==> src/rtl/mult_sched_pkg.sv <==
// Shared types for the round-robin multiplier scheduler.
package mult_sched_pkg;

  typedef enum logic [1:0] {
    IDLE = 2'd0,
    CALC = 2'd1,
    RESP = 2'd2
  } sched_state_t;

endpackage

==> src/rtl/mult_comb.sv <==
// Unsigned combinational multiplier, full 2n-bit product.
module mult_comb #(
  parameter int n = 16
) (
  input  logic [n-1:0]   cand,
  input  logic [n-1:0]   plier,
  output logic [2*n-1:0] prod
);

  assign prod = (2*n)'(cand) * (2*n)'(plier);

endmodule

==> src/rtl/rr_arbiter.sv <==
// Combinational round-robin arbiter: first request at or after ptr, wrapping.
module rr_arbiter #(
  parameter  int N_REQ = 4,
  localparam int ID_W  = $clog2(N_REQ)
) (
  input  logic [N_REQ-1:0] req,
  input  logic [ID_W-1:0]  ptr,
  output logic [N_REQ-1:0] gnt,
  output logic [ID_W-1:0]  gnt_idx,
  output logic             any
);

  int unsigned       sum;
  logic [ID_W-1:0]   idx;

  always_comb begin
    gnt     = '0;
    gnt_idx = '0;
    any     = 1'b0;
    sum     = 0;
    idx     = '0;
    for (int unsigned k = 0; k < N_REQ; k++) begin
      // ptr is always below N_REQ, so one subtraction is enough to wrap
      sum = int'(ptr) + k;
      if (sum >= N_REQ) sum = sum - N_REQ;
      idx = ID_W'(sum);
      if (!any && req[idx]) begin
        any      = 1'b1;
        gnt[idx] = 1'b1;
        gnt_idx  = idx;
      end
    end
  end

endmodule

==> src/rtl/mult_rr_sched.sv <==
// Shares one combinational multiplier among N_REQ requesters, round-robin,
// returning a registered, id-tagged product on a valid/ready channel.
module mult_rr_sched
  import mult_sched_pkg::*;
#(
  parameter  int n     = 16,
  parameter  int N_REQ = 4,
  localparam int ID_W  = $clog2(N_REQ)
) (
  input  logic               clk,
  input  logic               rst_n,
  input  logic [N_REQ-1:0]   req_valid,
  output logic [N_REQ-1:0]   req_ready,
  input  logic [N_REQ*n-1:0] req_cand,
  input  logic [N_REQ*n-1:0] req_plier,
  output logic               rsp_valid,
  input  logic               rsp_ready,
  output logic [2*n-1:0]     rsp_prod,
  output logic [ID_W-1:0]    rsp_id
);

  sched_state_t      state;
  logic [ID_W-1:0]   ptr;
  logic [ID_W-1:0]   id_q;
  logic [n-1:0]      cand_q;
  logic [n-1:0]      plier_q;
  logic [N_REQ-1:0]  gnt;
  logic [ID_W-1:0]   gnt_idx;
  logic              any;
  logic [2*n-1:0]    prod;

  rr_arbiter #(.N_REQ(N_REQ)) u_arb (
    .req     (req_valid),
    .ptr     (ptr),
    .gnt     (gnt),
    .gnt_idx (gnt_idx),
    .any     (any)
  );

  mult_comb #(.n(n)) u_mult (
    .cand  (cand_q),
    .plier (plier_q),
    .prod  (prod)
  );

  assign req_ready = (rst_n && state == IDLE) ? gnt : '0;

  always_ff @(posedge clk) begin
    if (!rst_n) begin
      state     <= IDLE;
      ptr       <= '0;
      id_q      <= '0;
      cand_q    <= '0;
      plier_q   <= '0;
      rsp_valid <= 1'b0;
      rsp_prod  <= '0;
      rsp_id    <= '0;
    end else begin
      case (state)
        IDLE: begin
          if (any) begin
            cand_q  <= req_cand[gnt_idx*n +: n];
            plier_q <= req_plier[gnt_idx*n +: n];
            id_q    <= gnt_idx;
            ptr     <= (gnt_idx == ID_W'(N_REQ-1)) ? '0 : gnt_idx + 1'b1;
            state   <= CALC;
          end
        end
        CALC: begin
          rsp_prod  <= prod;
          rsp_id    <= id_q;
          rsp_valid <= 1'b1;
          state     <= RESP;
        end
        RESP: begin
          if (rsp_ready) begin
            rsp_valid <= 1'b0;
            state     <= IDLE;
          end
        end
        default: state <= IDLE;
      endcase
    end
  end

endmodule

==> config.mk <==
export PLATFORM = sky130hd
export DESIGN_NAME = mult_rr_sched
export DESIGN_NICKNAME = d
export VERILOG_FILES = /design/src/rtl/mult_sched_pkg.sv /design/src/rtl/mult_comb.sv /design/src/rtl/rr_arbiter.sv /design/src/rtl/mult_rr_sched.sv
export SDC_FILE = /design/constraint.sdc
export NUM_CORES = 1
export LEC_CHECK = 0
export ABC_AREA = 1
export BUFFER_PORTS_ARGS = -buffer_cell sky130_fd_sc_hd__buf_2
export CORE_ASPECT_RATIO = 1.1
export CORE_UTILIZATION = 55
export CTS_CLUSTER_DIAMETER = 150
export CTS_CLUSTER_SIZE = 10
export DETAILED_ROUTE_END_ITERATION = 8
export HOLD_SLACK_MARGIN = 0.03
export PLACE_DENSITY = 0.84
export RECOVER_POWER = 25
export SYNTH_ARGS = -nofsm -noshare
export SYNTH_HDL_FRONTEND = slang
export SYNTH_HIERARCHICAL = 1
export SYNTH_SLANG_ARGS = --single-unit
==> constraint.sdc <==
create_clock -name clk -period 6.2 [get_ports clk]
set_clock_uncertainty 0.2 [all_clocks]
set_input_delay 1.24 -clock clk [delete_from_list [all_inputs] [get_ports clk]]
set_output_delay 1.24 -clock clk [all_outputs]
set_load 0.02 [all_outputs]
# Word-level counts from Yosys, hierarchy flattened

Cells that the tools add are included.

Register bits after elaboration: 73
Output and inout port bits: 39
Logic and storage cells: 94

Add/subtract/negate cells: 8
Multipliers: 1
$lt $le $gt $ge: 12
Eq/ne operators: 5
Shift-type cells: 2
Multiplexer cells: 39
Bitwise operators: 3
Reduce and logical (&&, ||, !) cells: 16

Operators by type and width:

| operator              | number |
|---|---|
| $shiftx A64 B7 Y16    | 2 |
| $mul A16 B16 Y32      | 1 |
| $mux W2               | 11 |
| $mux W4               | 5 |
| $mux W1               | 13 |
| $lt A2 B3 Y1 const B  | 4 |
| $or A4 B4 Y4          | 3 |
| $ge A3 B3 Y1 const B  | 3 |
| $bmux W1 S2           | 4 |
| $demux W1 S2          | 4 |
| $ge A2 B1 Y1 const B  | 4 |
| $logic_and A1 B1 Y1   | 8 |
| $sub A2 B1 Y2 const B | 4 |
| $add A2 B2 Y3 const B | 2 |
| $pmux W2 S3           | 1 |
| $reduce_and A2 Y1     | 3 |
| $eq A2 B2 Y1 const B  | 2 |
| $ne A2 B2 Y1 const B  | 2 |
| $add A2 B1 Y3 const B | 1 |
| $ge A2 B3 Y1 const B  | 1 |
| $logic_not A1 Y1      | 3 |
| $add A2 B1 Y2 const B | 1 |
| $eq A2 B1 Y1 const B  | 1 |
| $logic_not A2 Y1      | 1 |
| 2 further kinds       | 2 |

# Depth between registers and ports, before layout

Word-level depth: 16
Gate-level depth with buffers: 29
Gate-level depth less buffers: 27

# Hierarchy

The synthesis kept the hierarchy.

Modules (own cells, without submodules):

| module        | times used | cells each | area an instance (µm²) |
|---|---|---|---|
| mult_comb     | 1          | 1372       | 9461.6 |
| mult_rr_sched | 1          | 608        | 3927.5 |
| rr_arbiter    | 1          | 74         | 440.4 |

# Least setup slack after synthesis

Ideal clock, no wire load.

Path kind: reg-to-reg
Start point: register plier_q[1]
End point: register rsp_prod[30]
Library setup time: 0.116 ns
Arrival: 5.225 ns
Data required time: 5.884 ns
Path slack: 0.659 ns
Stages on the path, launching flop included: 25
Clock period less this slack: 5.541 ns
Cells stage by stage: dfxtp_1 > clkbuf_1 > clkbuf_1 > nand2_1 > fa_1 > fa_1 > fa_1 > fa_1 > inv_1 > fa_1 > inv_1 > fa_1 > inv_1 > ha_1 > nand2_1 > nand2_1 > nand2_1 > nand2_1 > nand3b_2 > nand2_1 > nand2_1 > nand2_1 > nand2_1 > nor2_1 > nor2_1

Longest elaborated chain between the ends: 1

RTL lines:

| what                     | line                | source |
|---|---|---|
| start: declaration       | mult_rr_sched.sv:26 | `logic [n-1:0] plier_q;` |
| start signal: assignment | mult_rr_sched.sv:63 | `plier_q <= req_plier[gnt_idx*n +: n];` |
| $mul A16 B16 Y32         | mult_comb.sv:10     | `assign prod = (2*n)'(cand) * (2*n)'(plier);` |
| named net prod[30]       | mult_rr_sched.sv:30 | `logic [2*n-1:0] prod;` |
| end signal: assignment   | mult_rr_sched.sv:70 | `rsp_prod <= prod;` |
| end: declaration         | mult_rr_sched.sv:18 | `output logic [2*n-1:0] rsp_prod,` |

The timed path passes the listed nets, and every way through them passes these cells.
A chain may end at the register's enable or synchronous reset.

# Final worst setup path

Start point: register cand_q[10]
End point: register rsp_prod[28]

Longest elaborated chain between the ends: 1

RTL lines:

| what                     | line                | source |
|---|---|---|
| start: declaration       | mult_rr_sched.sv:25 | `logic [n-1:0] cand_q;` |
| start signal: assignment | mult_rr_sched.sv:62 | `cand_q <= req_cand[gnt_idx*n +: n];` |
| $mul A16 B16 Y32         | mult_comb.sv:10     |  |
| named net prod[28]       | mult_rr_sched.sv:30 |  |

The timed path passes the listed nets, and every way through them passes these cells.

==> impl_metrics.ini <==
[sta]
period_needed_ps = 5950
drv_slew = 73
hold_viol = 0
slew_headroom_pct = -86.3
post-route-period-util_pct = 96.0
final-setup-viol-count = 0
tns_ps = 0
rsz0062_at_grt = no
tightest_slew_ps = 2790
timing.fmax_mhz = 168

[logic_synthesis]
synth_cells = 2054
yosysWarnings = 6
syn_avg_cell_area_um2 = 6.73
seq_area_frac_synth_pct = 10.6
ys_seq_elements = 73
syn_area_mm2 = 0.0138
ys_types = 34
syn_nets = 2493

[die]
num_rows = 60
io_pins = 174
dieArea_mm2 = 0.0258
coreArea_mm2 = 0.0245
die_w_um = 153
die_y_um = 168
initial_core_util_pct = 56.3

[worst_setup_path]
critPathBufInv = 5
crit_fanout = 11
required_ps = 6230
path_cells = buf_4 > nand2_1 > fa_1 > fa_1 > inv_1 > fa_1 > fa_1 > fa_1 > inv_1 > fa_1 > inv_1 > ha_1 > nand2_1 > inv_1 > a21oi_1 > nand2_1 > a21oi_1 > nand2_1 > nand2_1 > nand2_1 > nor2_1 > nor2_1
setup.worst_path.end_class = flop
cp_top_family = adder cells
crit_slowest_cell = dfxtp_1
cp.arrival_ps = 5990
cp-start-kind = flop
path_class = reg -> reg
slowest_delay_ps = 710

[layout]
antenna_cells = 0
area_delta_synth_final_pct = 9.21
nets = 2604
layout_commonest_cell = nand2_1
layout_common_cells = 672 x nand2_1, 486 x inv_1, 194 x fa_1
drive_gt1_share_pct = 13.4

[worst_hold_path]
min_path_type = reg -> reg

[detailed_routing]
dr.pass1.iters = 8
wl_um = 35100
drc_errors = 1
ant_nets = 0
vias = 12799
drt_iter0_markers = 1159
avgViaCountPerCell = 5.16
avgRoutedWirePerCell_um = 14.2

[global_routing]
grt_max_degree = 73
grtUsageTotal_pct = 28.7
grt_overflow = 0
grt_pass1_wl_um = 59900
grt_pass1_vias = 12928
antenna_found_initial = 0

[clocking]
ctsHoldBuffers = 0
cts.path.max_buffers = 2
cts_tree = done
clk_latency_ps = 360
htree_levels = 3
cts-root-buf = clkbuf_16
cts_sinks = 73
cts_inserted_buffers = 9
path_clk_slew_ps = 60

[flow_run]
drv_cap = 1

[status]
status = finished, violations left
violations = DRC, capacitance limit, slew limit

[placed_design]
hpwl_um = 28600
portBuffers = 173
place_congestion = 0.962
==> cell families after synthesis <==
kind of cell | Yosys count | synth area share, %
and+or+nand+nor | 959 | 28.6
buffers and inverters | 597 | 17.0
adders and majority gates | 304 | 38.0
AOI/OAI and AO/OA | 103 | 4.61
DFF | 73 | 10.6
xor gates and xnor gates | 18 | 1.14
==> per-stage QoR <==
step	hold WS [ps]	cells	util [%]	setup WS [ps]	instance area [um2]
6_report	282	2480	61.5	249	15100
5_1_grt	320	2480	61.5	24.1	15100
4_1_cts	283	2480	61.6	238	15100
3_5_place_dp	273	2464	60.4	292	14800
3_3_place_gp	271	2464	60.4	337	14800
2_1_floorplan	229	2054	-	659	13800
==> worst reg2reg max path: cells and delay by family, from the launching register on <==
kind	cells	cell delay, ps
buf+inv	5	540
simple gates	8	690
flops	1	710
compound gates	2	340
fa+ha+maj	7	3370
==> synthesized netlist by cell type, drive strengths merged <==
master / count / area (um2)
fa: 194 / 3880
xnor2: 3 / 26.3
clkbuf: 67 / 251
nand4: 11 / 68.8
buf: 40 / 263
ha: 110 / 1380
xor2: 15 / 131
nand3b: 1 / 11.3
a21oi: 58 / 392
nand3: 113 / 608
dfxtp: 73 / 1460
o211a: 1 / 10.0
inv: 490 / 1840
o21ai: 38 / 190
and2: 2 / 12.5
nor2: 122 / 490
a21o: 1 / 7.51
o21bai: 1 / 7.51
a21boi: 4 / 30.0
nand2: 709 / 2760
nor3: 1 / 10.0
==> layer usage <==
| metal | part of all wire, % | vias to the layer above | track usage [%] |
|---|---|---|---|
| met5 | 0 | - | 0 |
| met4 | 3.5 | 0 | 12.7 |
| met3 | 5.4 | 102 | 3.11 |
| met2 | 50 | 488 | 51.1 |
| met1 | 41 | 6040 | 35.0 |
| li1 | - | 6169 | - |
==> final cells by class <==
cell class                 count  area (um2)
clock inverter                 4        51.3
inverter                     490        1840
multi-input combinational   1384       10000
clock buffer                  12         246
sequential                    73        1470
tap                          310         388
fill                        2157        9450
timing repair buffer         207        1090
==> state kept, by name, summed over array words and instances (netlist names) <==
signal     count
rsp_valid      1
rsp_prod      32
id_q           2
rsp_id         2
ptr            2
cand_q        16
state          2
plier_q       16
==> what timing repair did <==
action                                  4_1_cts  5_1_grt
resized for setup                             0        6
endpoints found under the setup margin        0        9
endpoints found under the hold margin         0        0
setup buffers                                 0        0
==> path summary, 6_finish.rpt <==
check	start	end	slack (ps)	depth (start not counted)
worst min-delay path	id_q[0]$_SDFFE_PN0P_	id_q[0]$_SDFFE_PN0P_	280	2
worst min register to register	id_q[0]$_SDFFE_PN0P_	id_q[0]$_SDFFE_PN0P_	280	2
worst max register to register	cand_q[10]$_SDFFE_PN0P_	rsp_prod[28]$_SDFFE_PN0P_	250	22
worst max-delay path	cand_q[10]$_SDFFE_PN0P_	rsp_prod[28]$_SDFFE_PN0P_	250	22
Power is not shown: default switching activity piles up to over one toggle a cycle in this logic, so the estimate is an artifact.
